## config.mk

```make
export PLATFORM = sky130hd
export DESIGN_NAME = window_watchdog_ctrl
export DESIGN_NICKNAME = d
export VERILOG_FILES = /design/src/rtl/window_watchdog_ctrl.sv
export SDC_FILE = /design/constraint.sdc
export NUM_CORES = 1
export LEC_CHECK = 0
export ABC_AREA = 1
export BUFFER_PORTS_ARGS = -buffer_cell sky130_fd_sc_hd__buf_2
export CAP_MARGIN = 15
export CELL_PAD_IN_SITES_DETAIL_PLACEMENT = 0
export CELL_PAD_IN_SITES_GLOBAL_PLACEMENT = 2
export CORE_ASPECT_RATIO = 1.4
export CORE_UTILIZATION = 28
export DETAILED_ROUTE_END_ITERATION = 12
export GPL_TIMING_DRIVEN = 0
export PLACE_DENSITY_LB_ADDON = 0.1
export REMOVE_ABC_BUFFERS = 1
export SLEW_MARGIN = 10
export SYNTH_ARGS = -nofsm -noshare
export SYNTH_HDL_FRONTEND = slang
export SYNTH_SLANG_ARGS = --single-unit
```

## constraint.sdc

```tcl
create_clock -name CLK -period 3.4 [get_ports CLK]
set_input_delay 0.68 -clock CLK [delete_from_list [all_inputs] [get_ports CLK]]
set_output_delay 0.68 -clock CLK [all_outputs]
set_load 0.01 [all_outputs]
```

## src/rtl/window_watchdog_ctrl.sv

```systemverilog
// Windowed-watchdog sequencer: a closed first window, an open second window, and a
// timed system-reset phase on any fault. All outputs are registered.
module window_watchdog_ctrl #(
  parameter int CNT_W   = 16,
  parameter int FLCNT_W = 8
) (
  input  logic               CLK,
  input  logic               RST,
  input  logic               INIT,
  input  logic               WDSRVC,
  input  logic [CNT_W-1:0]   FWLEN,
  input  logic [CNT_W-1:0]   SWLEN,
  input  logic [CNT_W-1:0]   RST_LMT,
  output logic [1:0]         WDSTATE,
  output logic               SYSRST,
  output logic               WDFAIL,
  output logic               SRVOK,
  output logic [2:0]         FLSTAT,
  output logic [FLCNT_W-1:0] FLCNT
);

  typedef enum logic [1:0] {
    S_IDLE   = 2'b00,
    S_FIRST  = 2'b01,
    S_SECOND = 2'b10,
    S_FAULT  = 2'b11
  } state_e;

  localparam logic [CNT_W-1:0]   CNT_ONE = {{(CNT_W-1){1'b0}}, 1'b1};
  localparam logic [FLCNT_W-1:0] FL_ONE  = {{(FLCNT_W-1){1'b0}}, 1'b1};
  localparam logic [FLCNT_W-1:0] FL_MAX  = {FLCNT_W{1'b1}};

  localparam logic [2:0] CODE_NONE  = 3'b000;
  localparam logic [2:0] CODE_EARLY = 3'b001;
  localparam logic [2:0] CODE_TMO   = 3'b010;
  localparam logic [2:0] CODE_SAT   = 3'b100;

  state_e             state_q, state_d;
  logic [CNT_W-1:0]   cnt_q, cnt_d;
  logic               srv_q;
  logic               sysrst_q, sysrst_d;
  logic               wdfail_q, wdfail_d;
  logic               srvok_q, srvok_d;
  logic [2:0]         flstat_q, flstat_d;
  logic [FLCNT_W-1:0] flcnt_q, flcnt_d;

  logic       srv_edge;
  logic       first_last, second_last, fault_last;
  logic       fault_entry;
  logic [2:0] fault_code;

  assign srv_edge = WDSRVC & ~srv_q;

  // A zero length behaves as one cycle; lengths are compared live so a shrink ends the window next cycle.
  assign first_last  = (FWLEN   == '0) || (cnt_q >= FWLEN   - CNT_ONE);
  assign second_last = (SWLEN   == '0) || (cnt_q >= SWLEN   - CNT_ONE);
  assign fault_last  = (RST_LMT == '0) || (cnt_q >= RST_LMT - CNT_ONE);

  always_comb begin
    state_d     = state_q;
    cnt_d       = cnt_q;
    wdfail_d    = 1'b0;
    srvok_d     = 1'b0;
    flstat_d    = flstat_q;
    flcnt_d     = flcnt_q;
    fault_entry = 1'b0;
    fault_code  = CODE_NONE;

    if (INIT) begin
      state_d  = S_IDLE;
      cnt_d    = '0;
      flstat_d = CODE_NONE;
      flcnt_d  = '0;
    end else begin
      case (state_q)
        S_IDLE: begin
          state_d = S_FIRST;
          cnt_d   = '0;
        end
        S_FIRST: begin
          if (srv_edge) begin
            fault_entry = 1'b1;
            fault_code  = CODE_EARLY;
          end else if (first_last) begin
            state_d = S_SECOND;
            cnt_d   = '0;
          end else begin
            cnt_d = cnt_q + CNT_ONE;
          end
        end
        S_SECOND: begin
          if (srv_edge) begin
            state_d = S_FIRST;
            cnt_d   = '0;
            srvok_d = 1'b1;
          end else if (second_last) begin
            fault_entry = 1'b1;
            fault_code  = CODE_TMO;
          end else begin
            cnt_d = cnt_q + CNT_ONE;
          end
        end
        S_FAULT: begin
          if (fault_last) begin
            state_d = S_FIRST;
            cnt_d   = '0;
          end else begin
            cnt_d = cnt_q + CNT_ONE;
          end
        end
        default: begin
          state_d = S_IDLE;
          cnt_d   = '0;
        end
      endcase

      // A saturated fault counter is reported in place of the window code.
      if (fault_entry) begin
        state_d  = S_FAULT;
        cnt_d    = '0;
        wdfail_d = 1'b1;
        if (flcnt_q == FL_MAX) begin
          flstat_d = CODE_SAT;
        end else begin
          flcnt_d  = flcnt_q + FL_ONE;
          flstat_d = fault_code;
        end
      end
    end

    sysrst_d = (state_d == S_FAULT);
  end

  always_ff @(posedge CLK) begin
    if (RST) begin
      state_q  <= S_IDLE;
      cnt_q    <= '0;
      srv_q    <= 1'b0;
      sysrst_q <= 1'b0;
      wdfail_q <= 1'b0;
      srvok_q  <= 1'b0;
      flstat_q <= CODE_NONE;
      flcnt_q  <= '0;
    end else begin
      state_q  <= state_d;
      cnt_q    <= cnt_d;
      srv_q    <= WDSRVC;
      sysrst_q <= sysrst_d;
      wdfail_q <= wdfail_d;
      srvok_q  <= srvok_d;
      flstat_q <= flstat_d;
      flcnt_q  <= flcnt_d;
    end
  end

  assign WDSTATE = state_q;
  assign SYSRST  = sysrst_q;
  assign WDFAIL  = wdfail_q;
  assign SRVOK   = srvok_q;
  assign FLSTAT  = flstat_q;
  assign FLCNT   = flcnt_q;

endmodule

```

; ---- After elaboration in Yosys (flattened, before gate mapping)
; Index checks and enable logic that the tools add are counted.
[word_totals]
word_cells = 63
reg_bits = 33
out_inout_bits = 16
[classes]
eq_ne = 7
n_bitwise = 4
add_sub_neg = 5
muxes = 24
order_cmp = 3
n_reduce_logical = 12
[ops]
columns = op, n
row1 = $mux W16, 5
row2 = $pmux W16 S4, 1
row3 = $ge A16 B16 Y1, 3
row4 = $logic_not A16 Y1, 3
row5 = $sub A16 B1 Y16 const B, 3
row6 = $add A16 B1 Y16 const B, 1
row7 = $mux W2, 8
row8 = $add A8 B1 Y8 const B, 1
row9 = $eq A8 B8 Y1 const B, 1
row10 = $pmux W2 S4, 1
row11 = $eq A2 B2 Y1 const B, 3
row12 = $mux W1, 6
row13 = $reduce_or A3 Y1, 2
row14 = $pmux W2 S2, 1
row15 = $reduce_and A2 Y1, 2
row16 = $logic_or A1 B1 Y1, 3
row17 = $mux W3, 1
row18 = $ne A3 B3 Y1 const B, 1
row19 = $not A1 Y1, 3
row20 = $eq A2 B1 Y1 const B, 1
row21 = $logic_not A2 Y1, 1
row22 = $ne A2 B2 Y1 const B, 1
row23 = $pmux W1 S2, 1
row24 = $reduce_or A2 Y1, 1
row25 = $and A1 B1 Y1, 1

; ---- Logic depth before layout (Yosys ltp)
; Gate-level depths: netlist (run 1).
[logic_depth]
depth_word = 10
ltp_mapped = 23
mapped_depth_nobuf = 23

; ---- Worst setup path after synthesis (run 1)
; Ideal clock, no wire load.
[synth_timing]
kind = input -> register
startpoint = input port SWLEN[0]
endpoint = register cnt_q[8]
t_required_ps = 3330
setup_time_ps = 70
stages = 22
arrival_ps = 3153
path_slack_ps = 177
path_cell_list = inv_1 > ha_1 > nand2_1 > nor3_1 > nand3_1 > nor2_1 > nand3_1 > xnor2_1 > inv_1 > ha_1 > nand2_2 > o21bai_1 > nand2_1 > a21oi_1 > nand4_1 > nand2_2 > nand2_4 > buf_6 > inv_6 > buf_6 > nand3_1 > a21oi_1
[synth_between]
elab_chain_cells = 8
word_cells_on_any_way = 11
classes_between = add/sub (1) / order compare (1) / eq/ne (1) / mux (4) / reduce/logical (4)
[synth_lines]
columns = element, line_no
row1 = start: declaration, 12  ; input logic [CNT_W-1:0] SWLEN,
row2 = $sub A16 B1 Y16, 56  ; assign second_last = (SWLEN == '0) || (cnt_q >= SWLEN - CNT_ONE);
row3 = $ge A16 B16 Y1, 56
row4 = $logic_or A1 B1 Y1 (*), 56
row5 = $mux W1, 96  ; end else if (second_last) begin
row6 = $mux W1, 92  ; if (srv_edge) begin
row7 = $pmux W1 S2, 75  ; case (state_q)
row8 = $mux W1, 69  ; if (INIT) begin
row9 = $reduce_or A3 Y1 (no source line), n/a
row10 = end signal: assignment, 146  ; cnt_q <= cnt_d;
row11 = end: declaration, 39  ; logic [CNT_W-1:0] cnt_q, cnt_d;
; Every way passes the cells marked *; elsewhere a longest branch is shown, timed or not. The select of a mux whose other input is x is not followed.
; A chain may end at the register's enable or synchronous reset.

; ---- Final worst setup path (run 1)
[layout_timing]
startpoint = input port SWLEN[2]
endpoint = register cnt_q[9]
; The elaborated chain is that of the path after synthesis.

==> impl_results.md, run 1 <==
* Status: finished clean
* Clock Sinks at 33
* Wirelength per Cell at 13.9 um
* Root buf cell: clkbuf_16
* Leakage at 2.56 nW
* Final instance area at 5370 um2
* Largest net degree at the start of global routing at 17
* Ys async rst share at 0
* Setup TNS Final at 0 ps
* Htree depth at 2
* # rows at 51
* Placed cell area at 4550 um2
* Initial DRT Pass Iterations at 4
* Synthesized area at approximately 4000 um2
* ANT nets after route at 0
* Reg clk slew, reported paths at 50 ps
* Fin cells at ~900
* Layout Skew at 7.70 ps
* Slew headroom at 0.535
* Worst Max-Slew Pin Slew at 697 ps
* Starting DRT DRC Count at 175
* CP Launch Type: input port
* Sequential fraction of the synthesis area at 0.163
* CTS tree: built
* IO Pins at 68
* PD cells at 202 nW/um2
* RSZ-0062 raised after global routing: yes
* Max cap viols at 0
* Yosys Warn Count at 0
* Most common library cell in the layout ignoring fill and taps: nand2_1
* Setup violators final at 0
* Fin crit share at 0.986
* F_max at 298 MHz
* Max clock buf depth at 2
* Layout cells sized above 1 at 0.278
* Vias at 4176
* Total grt overflow at 0
* Fillers at between 1500 and 2000
* Ys flop type: dfxtp_1
* Post-synth cell types at 37
* Commonest cells after routing, fill and taps aside: 128 x nand2_1, 83 x inv_1, 64 x buf_2
* Initial Utilization at 0.288
* GPL Wtd Cong at between 0.7 and 0.8
* Port buffer count at 67
* Height of the die at 144 um
* Synth area leader: ha_1
* Die X at 104 um
* Post-synth EDFFs at 0
* Maximum vdd drop at 0.203 mV
* Clock latency on the worst-skew pair at 280 ps
* Core region area at 14000 um2
* Avg Cell Area, Syn at 6.59 um2
* Crit Path Max Fanout at 8
* Die footprint at 14900 um2
* DRC at 0
* FF+latch count, synth at 33
* Top cell type's share of synthesized area at 0.182
* Final Hold Viols at 0
* Hold Crit Class: flip-flop to flip-flop
* Placed insts at roughly 860
* HPWL Detailed at ~9000 um
* Setup CP Type: input port to flip-flop
* Diodes inserted at 0
* Worst path arrival time at 3560 ps
* Global-route wire length before repair at 19800 um
* Initial antenna violation count at 0
* Vias per Instance at 4.65
* Vias in the first global route at 4086
* Fin. max-slew vios at 0
* Final nets at slightly above 800
* Synth Instances at 614
* GRT Total Usage at 0.168
* Tmin final at 3350 ps
* Setup WS post-layout at 47.5 ps
* Area grow syn2layout at 32.7%
* Largest cells by area after synthesis: ha_1 18%, dfxtp_1 16%, nand2_1 13%, inv_1 8.2%, xor2_1 7.4%
* Drt total wl at 12500 um
* TritonCTS Buffers at 5
* Endpoint class of the critical path: flip-flop
* Worst Path Required at 3610 ps
* Pre-CTS setup slack at -812 ps
cells in the mapped netlist, types with 6 or more instances:
library cell	count
nor2_1	67
nor3_1	16
nor4_1	6
ha_1	59
a21oi_1	42
nand4_1	11
dfxtp_1	33
nand2_1	140
nand3_1	38
xnor2_1	19
inv_1	88
xor2_1	34
nor3_2	10
stage by stage:
stage | total power, W | utilization | hold slack [ps]
after floorplan | 0.000525 | - | 483
final | 0.00108 | 0.382 | 463
after global routing | 0.00114 | 0.382 | 515
after global placement | 0.000604 | 0.324 | 454
after detailed placement | 0.000606 | 0.324 | 462
after CTS | 0.00108 | 0.360 | 471
area by class of cell:
type / instances / area, um2 / share of cell area
Clock inverter: 2 / 10.0 / 0.00186
Clock buffer: 6 / 129 / 0.0240
Sequential cell: 33 / 661 / 0.123
Timing Repair Buffer: 94 / 568 / 0.106
Multi-Input combinational cell: 486 / 3400 / 0.634
Tap cell: 185 / 231 / 0.0431
Inverter: 92 / 368 / 0.0685
registers in the layout, indices dropped and copies added (netlist names):
name,count
srv_q,1
FLSTAT,3
SRVOK,1
WDFAIL,1
FLCNT,8
cnt_q,16
SYSRST,1
WDSTATE,2
power by group:
group	internal (W)	switching (W)
sequential	0.000389	0.00000250
clock	0.000269	0.000171
combinational	0.0000994	0.000154
total	0.000757	0.000328
repair_timing:
item | in CTS | in global routing
setup buffers | 18 | 9
hold buffers | 0 | 0
gates cloned | 4 | 1
endpoints found under the setup margin | 31 | 31
pin swaps | 16 | 33
gates resized for setup | 38 | 58
worst max-delay path: stages:
cell and delay, ps:
buf_8 100, nor2_4 110, nand2_4 70, nor3_4 140
nand2_2 100, nor3_4 160, nand2_2 100, buf_4 140
buf_4 120, xor2_1 120, inv_1 50, ha_1 290
nand2_1 70, inv_1 40, nand2_1 50, nand2_1 50
a21oi_2 110, nand4_1 300, nand2_4 220, nand2_8 130
nand2_8 160, nand2_8 110, a21oi_2 120
layer usage:
layer,up-vias,GRT usage,part of all wire
met1,1906,0.189,0.43
li1,2182,-,-
met5,-,0,0
met3,13,0.0216,0.027
met2,75,0.327,0.52
met4,0,0.0542,0.019
kinds of logic after synthesis:
kind of cell	after synthesis	synth area share
and+or+nand+nor	314	0.363
DFF	33	0.163
buffers and inverters	100	0.102
xor gates and xnor gates	53	0.115
adders and majority gates	59	0.182
AOI/OAI and AO/OA	55	0.0742
worst paths after layout:
kind                               start                     end  slack (ps)  depth (start not counted)
setup / recovery                SWLEN[2]   cnt_q[9]$_SDFFE_PP0P_          50                         23
hold / removal    FLSTAT[0]$_SDFFE_PP0P_  FLSTAT[0]$_SDFFE_PP0P_         460                          2
setup reg to reg  cnt_q[13]$_SDFFE_PP0P_   cnt_q[9]$_SDFFE_PP0P_         880                         12
hold reg to reg   FLSTAT[0]$_SDFFE_PP0P_  FLSTAT[0]$_SDFFE_PP0P_         460                          2
(Power assumes the default switching activity.)
==> inputs of run 2 (changes only) <==
CORE_MARGIN = 4   (was unset)
GPL_TIMING_DRIVEN = 1   (was 0)
SETUP_SLACK_MARGIN = 0.05   (was unset)
==> run 2 against run 1 <==
Compared with the run above: hold slack improved by 9.1 ps; cell area fell by 2.2%; sequential share of layout area rose by 0.28 points; clock skew fell by 2.3 ps.
==> impl_results.md, run 2 (synthesized netlist as in run 1, its figures left out) <==
* Status: finished clean
* Die footprint at 16500 um2 (+10%)
* Vias per Instance at 4.54 (-2.4%)
* Final Hold Viols at 0 (unchanged)
* GRT Total Usage at 0.146 (-0.0225)
* Overall Power at 0.00106 W (-2.6%)
* Worst Max-Slew Pin Slew at 1160 ps (+459 ps)
* Reg clk slew, reported paths at 50 ps (about the same)
* Drt total wl at 11900 um (-5.1%)
* PD cells at 201 nW/um2 (-0.37%)
* Layout Skew at 5.41 ps (-2.29 ps)
* Wirelength per Cell at 13.1 um (-6.2%)
* Global-route wire length before repair at 19300 um (-2.4%)
* Fillers at 1552 (+1.1%)
* Clock latency on the worst-skew pair at 280 ps (about the same)
* Total grt overflow at 0 (unchanged)
* Starting DRT DRC Count at 137 (-22%)
* Most common library cell in the layout ignoring fill and taps: nand2_1
* Vias in the first global route at 4043 (-1.1%)
* RR Startpoint: cnt_q[13]$_SDFFE_PP0P_
* Reg2reg path depth at 13 (+1)
* Sw frac at 0.284 (-0.0177)
* Initial Utilization at 0.288 (unchanged)
* Fin. max-slew vios at 0 (unchanged)
* Hold_sp: FLSTAT[0]$_SDFFE_PP0P_
* Slew headroom at 0.227 (-0.309)
* Endpoint class of the critical path: flip-flop
* IO Pins at 68 (unchanged)
* Cell Int Power at 0.000756 W (-0.12%)
* Sequential power share at 0.370 (+0.009)
* RSZ-0062 raised after global routing: yes
* Initial antenna violation count at 0 (unchanged)
* RR Endpoint: FLSTAT[0]$_SDFFE_PP0P_
* DRC at 0 (unchanged)
* Worst Path Required at 3600 ps (about the same)
* TritonCTS Buffers at 5 (unchanged)
* F_max at 299 MHz (+0.34%)
* Hold Path Cell Cnt at 2 (unchanged)
* Leakage at 2.54 nW (-0.82%)
* Placed cell area at 4840 um2 (+6.4%)
* Die X at 110 um (+5.8%)
* Final instance area at 5250 um2 (-2.2%)
* CP startpoint: SWLEN[2]
* Core region area at 14000 um2 (unchanged)
* CP Launch Type: input port
* Placed insts at 897 (+4.5%)
* Htree depth at 2 (unchanged)
* Pre-CTS setup slack at -291 ps (+521 ps)
* Setup WS post-layout at 59.0 ps (+11.5 ps)
* Port buffer count at 67 (unchanged)
* Clock power share at 0.406 (about the same)
* CTS tree: built
* # rows at 51 (unchanged)
* Max cap viols at 0 (unchanged)
* GPL Wtd Cong at 0.785 (+0.73%)
* Hold Crit Class: flip-flop to flip-flop
* Worst path arrival time at 3540 ps (-20 ps)
* Critical Path End: FLSTAT[0]$_SDFFE_PP0P_
* Setup CP Type: input port to flip-flop
* Final nets at 834 (+1.3%)
* Layout cells sized above 1 at 0.250 (-0.0277)
* Initial DRT Pass Iterations at 4 (unchanged)
* Commonest cells after routing, fill and taps aside: 134 x nand2_1, 87 x inv_1, 65 x nor2_1, 65 x buf_2, 58 x ha_1
* Setup violators final at 0 (unchanged)
* Max reg flops at 16 (unchanged)
* Area grow syn2layout at 29.8%
* Height of the die at 150 um (+4.2%)
* Fin crit share at 0.983 (-0.00339)
* Clock Sinks at 33 (unchanged)
* Maximum vdd drop at 0.202 mV (-0.24%)
* Diodes inserted at 0 (unchanged)
* ANT nets after route at 0 (unchanged)
* Reg2Reg Setup Slack at 1130 ps (+250 ps)
* HPWL Detailed at 9570 um (+6.7%)
* Max clock buf depth at 2 (unchanged)
* Crit Path Max Fanout at 8 (unchanged)
* Switch Pwr at 0.000300 W (-8.3%)
* Fin cells at 909 (+1.2%)
* Biggest register: cnt_q
* Combinational power share at 0.224 (-0.009)
* Tmin final at 3340 ps (-11.5 ps)
* Root buf cell: clkbuf_16
* Vias at 4124 (-1.2%)
* Largest net degree at the start of global routing at 17 (unchanged)
-- run 2: what timing repair did --
item	CTS	global route
resized for setup	1	55
endpoints found under the setup margin	15	31
hold endpoints to repair	0	0
gates cloned	0	1
buffers inserted	0	3
hold buffers	0	0
pin swaps	0	24
-- run 2: stage by stage --
step / TNS, ps / util / hold WS [ps]
floorplan: 0 / - / 483
global placement: -3970 / 0.345 / 452
detailed placement: -6440 / 0.345 / 451
CTS: 0 / 0.355 / 458
global route: -5670 / 0.374 / 483
finish: 0 / 0.374 / 472
-- run 2: how the worst min path moves through the flow --
| stage | to | slack, ps |
|---|---|---|
| floorplan | SRVOK$_SDFF_PP0_ | 480 |
| global placement | FLSTAT[0]$_SDFFE_PP0P_ | 450 |
| detailed placement | FLSTAT[0]$_SDFFE_PP0P_ | 450 |
| CTS | FLSTAT[0]$_SDFFE_PP0P_ | 460 |
| global route | FLSTAT[0]$_SDFFE_PP0P_ | 480 |
| finish | FLSTAT[0]$_SDFFE_PP0P_ | 470 |
-- run 2: layout make-up --
class	count	area [um2]	share of cell area
clock buffers	6	129	0.0246
clock inverters	2	10.0	0.00191
inverters	92	358	0.0682
multi-input cells	482	3170	0.605
flip-flops and latches	33	661	0.126
well taps	185	231	0.0441
repair buffers	109	686	0.131
-- run 2: power groups by stage --
stage | registers (W) | clock network [W] | logic [W]
floorplan | 0.000399 | 0 | 0.000125
global placement | 0.000399 | 0 | 0.000218
detailed placement | 0.000399 | 0 | 0.000220
CTS | 0.000391 | 0.000439 | 0.000222
global route | 0.000391 | 0.000457 | 0.000272
finish | 0.000391 | 0.000429 | 0.000236
-- run 2: worst max-delay path, cell delays in order --
cell and delay [ps]:
buf_8 100, nor2_4 90, nand2_2 80, nor3_4 190, nand2_2 100, nor3_4 200
nand2_2 110, nor3_4 200, nand2_1 80, xnor2_1 160, inv_1 100, ha_4 260
nand2_4 60, o21bai_1 100, nand2_1 80, a21oi_2 100, nand4_1 140, nand2_2 170
nand2_8 110, nand2_8 150, buf_6 120, nand2_2 40, a21oi_2 110
-- run 2: per-layer routing --
layer / routed length [um] / global-route usage / share of wire / up-vias
li1: - / - / - / 2200
met1: 5310 / 0.179 / 0.45 / 1841
met2: 6050 / 0.267 / 0.51 / 68
met3: 330 / 0.0112 / 0.028 / 15
met4: 178 / 0.0437 / 0.015 / 0
met5: 0 / 0 / 0 / -
==> inputs of run 3 (changes only) <==
ABC_AREA = unset   (was 1)
CORE_UTILIZATION = 29   (was 28)
clock period = 2.8 ns   (was 3.4 ns; I/O delays follow)
==> run 3 against run 2 <==
Compared with the run above: the flow now finishes with violations (negative setup slack); critical path depth decreased by 11; global-route usage grew 1.8 points; combinational power is 44% higher; largest power group unchanged.
==> impl_results.md, run 3 <==
* Sw frac at 0.273 (-0.0111)
* Wirelength per Cell at 15.7 um (+20%)
* Drt total wl at 11600 um (-1.9%)
* Ys async rst share at 0 (unchanged)
* Initial antenna violation count at 0 (unchanged)
* Worst path arrival time at 3580 ps (+40 ps)
* Initial DRT Pass Iterations at 4 (unchanged)
* Sequential fraction of the synthesis area at 0.189 (+0.0253)
* Hold Crit Class: flip-flop to flip-flop
* Endpoint class of the critical path: flip-flop
* Synthesized area at 3500 um2 (-13%)
* Setup violators final at 31 (+31)
* Worst Max-Slew Pin Slew at 778 ps (-378 ps)
* Layout cells sized above 1 at 0.418 (+0.168)
* Sequential power share at 0.347 (-0.023)
* Setup TNS Final at -15410 ps (-15410 ps)
* Slew headroom at 0.481 (+0.255)
* RSZ-0062 raised after global routing: yes
* Overall Power at 0.00137 W (+29%)
* Htree depth at 2 (unchanged)
* Port buffer count at 67 (unchanged)
* Initial Utilization at 0.296 (+0.00824)
* Leakage at 2.39 nW (-6.0%)
* Switch Pwr at 0.000373 W (+24%)
* Synth Instances at 428 (-30%)
* Placed cell area at 4680 um2 (-3.3%)
* # rows at 47 (-7.8%)
* Yosys Warn Count at 0 (unchanged)
* PD cells at 251 nW/um2 (+25%)
* Reg2Reg Setup Slack at 220 ps (-910 ps)
* Vias per Instance at 5.08 (+12%)
* Setup CP Type: input port to flip-flop
* Most common library cell in the layout ignoring fill and taps: buf_4
* Ys flop type: dfxtp_1
* Final Hold Viols at 0 (unchanged)
* Failing checks: negative setup slack
* Cell Int Power at 0.000994 W (+31%)
* Height of the die at 138 um (-8.1%)
* Fillers at 1199 (-23%)
* CTS tree: built
* Tmin final at about 3400 ps
* Reg clk slew, reported paths at 60 ps (about the same)
* Maximum vdd drop at 0.208 mV (+2.7%)
* Largest net degree at the start of global routing at 29 (+12)
* Final nets at 707 (-15%)
* CP Launch Type: input port
* Fin crit share at 1.23
* Clock Sinks at 33 (unchanged)
* Max reg flops at 16 (unchanged)
* GPL Wtd Cong at 0.804 (+2.5%)
* Clock latency on the worst-skew pair at 280 ps (about the same)
* DRC at 0 (unchanged)
* ANT nets after route at 0 (unchanged)
* Setup WS post-layout at -644 ps (-703 ps)
* Biggest register: cnt_q
* Die X at 101 um (-7.9%)
* Final Util at 0.460 (+0.0864)
* HPWL Detailed at 9380 um (-2.0%)
* Combinational power share at 0.248 (+0.024)
* Post-synth EDFFs at 0 (unchanged)
* Vias at 3776 (-8.4%)
* Most numerous cell in the Yosys netlist: ha_1
* Crit Path Max Fanout at 4 (-4)
* Clock power share at 0.404 (-0.002)
* Hold Slack at 491 ps (+18.8 ps)
* Avg Cell Area, Syn at 8.19 um2 (+24%)
* Commonest cells after routing, fill and taps aside: 85 x buf_4, 64 x buf_2, 57 x ha_1
* Total grt overflow at 0 (unchanged)
* Final instance area at 5440 um2 (+3.6%)
* Area grow syn2layout at 55.3%
* Largest cells by area after synthesis: ha_1 21%, dfxtp_1 19%, xnor2_1 8.8%, xor2_1 5.0%, nor3_1 4.0%
* Layout Skew at 8.81 ps (+3.40 ps)
* TritonCTS Buffers at 5 (unchanged)
* Root buf cell: clkbuf_16
* Core region area at 11800 um2 (-16%)
* Vias in the first global route at 3836 (-5.1%)
* Max clock buf depth at 2 (unchanged)
* Worst Path Required at 2930 ps (-670 ps)
* Die footprint at 13900 um2 (-15%)
* Global-route wire length before repair at 18500 um (-3.9%)
* Max cap viols at 0 (unchanged)
* Fin. max-slew vios at 0 (unchanged)
* Top cell type's share of synthesized area at 0.211 (+0.0282)
* Post-synth cell types at 55 (+49%)
* IO Pins at 68 (unchanged)
* Starting DRT DRC Count at 81 (-41%)
* Synth area leader: ha_1
* Status: finished, violations left
* F_max at 290 MHz
* Diodes inserted at 0 (unchanged)
* FF+latch count, synth at 33 (unchanged)
* GRT Total Usage at 0.164 (+0.0178)
* Commonest cells in the netlist: 59 x ha_1, 36 x nor2_1, 35 x xnor2_1
-- run 3: cell count changes after synthesis, moves of 8 or more --
| cell | before | now |
|---|---|---|
| inv_1 | 88 | 15 |
| nand3_1 | 38 | 14 |
| nor3_1 | 16 | 28 |
| nand2_1 | 140 | 30 |
| and3_1 | 0 | 12 |
| nor2_1 | 67 | 36 |
| xnor2_1 | 19 | 35 |
| or3_1 | 0 | 8 |
| xor2_1 | 34 | 20 |
| a21oi_1 | 42 | 23 |
-- run 3: cell families (layout without fill, tap and decap cells) --
kind of cell    count (synthesis)  count (layout)  share of synthesized area
compound gates                 65              65                      0.133
fa+ha+maj                      59              59                      0.211
flops                          33              33                      0.189
simple gates                  190             190                      0.294
xor+xnor                       55              55                      0.137
mux                             4               4                     0.0114
buf+inv                        22             190                     0.0250
-- run 3: critical path, cell delays in order --
cell and delay, ps:
buf_8 100, or4_4 560, nor2_4 120, xnor2_2 90, ha_1 320, a21o_1 190, a221o_1 360, a31o_4 240
a41o_4 270, or4_4 530, xor2_2 180, nor3_4 40
-- run 3: metal layers --
layer,share of wire,up-vias,track usage
li1,-,1914,-
met1,0.40,1774,0.189
met2,0.55,73,0.313
met3,0.036,15,0.0232
met4,0.015,0,0.0294
met5,0,-,0
-- run 3: cell type report --
cell class              count  area, um2  area share
flip-flops and latches     33        661       0.121
well taps                 147        184      0.0338
inverters                  15       58.8      0.0108
multi-input cells         373       3170       0.582
repair buffers            168       1220       0.225
clock buffers               6        139      0.0255
clock inverters             1       7.51     0.00138
-- run 3: power by group through the flow --
stage	Combinational, W	Clock (W)	Sequential, W
3_5_place_dp	0.000291	0	0.000485
4_1_cts	0.000322	0.000561	0.000475
2_1_floorplan	0.000125	0	0.000485
3_3_place_gp	0.000286	0	0.000485
5_1_grt	0.000376	0.000590	0.000475
6_report	0.000340	0.000553	0.000475
-- run 3: path summary, 6_finish.rpt --
path	from	endpoint	depth (start not counted)
max	SWLEN[1]	cnt_q[15]$_SDFFE_PP0P_	12
min	FLCNT[4]$_SDFFE_PP0P_	FLCNT[4]$_SDFFE_PP0P_	2
max reg2reg	cnt_q[5]$_SDFFE_PP0P_	cnt_q[15]$_SDFFE_PP0P_	8
min reg2reg	FLCNT[4]$_SDFFE_PP0P_	FLCNT[4]$_SDFFE_PP0P_	2
-- run 3: per-stage QoR --
| step | cells | setup slack, ps |
|---|---|---|
| floorplan | 421 | -958 |
| global placement | 724 | -1010 |
| detailed placement | 724 | -1040 |
| CTS | 740 | -602 |
| global route | 743 | -695 |
| finish | 743 | -644 |
-- run 3: what timing repair did --
action	4_1_cts	5_1_grt
gates resized for setup	59	39
setup buffers	8	2
gates cloned	1	1
hold buffers	0	0
pin swaps	30	21
endpoints found under the setup margin	31	31
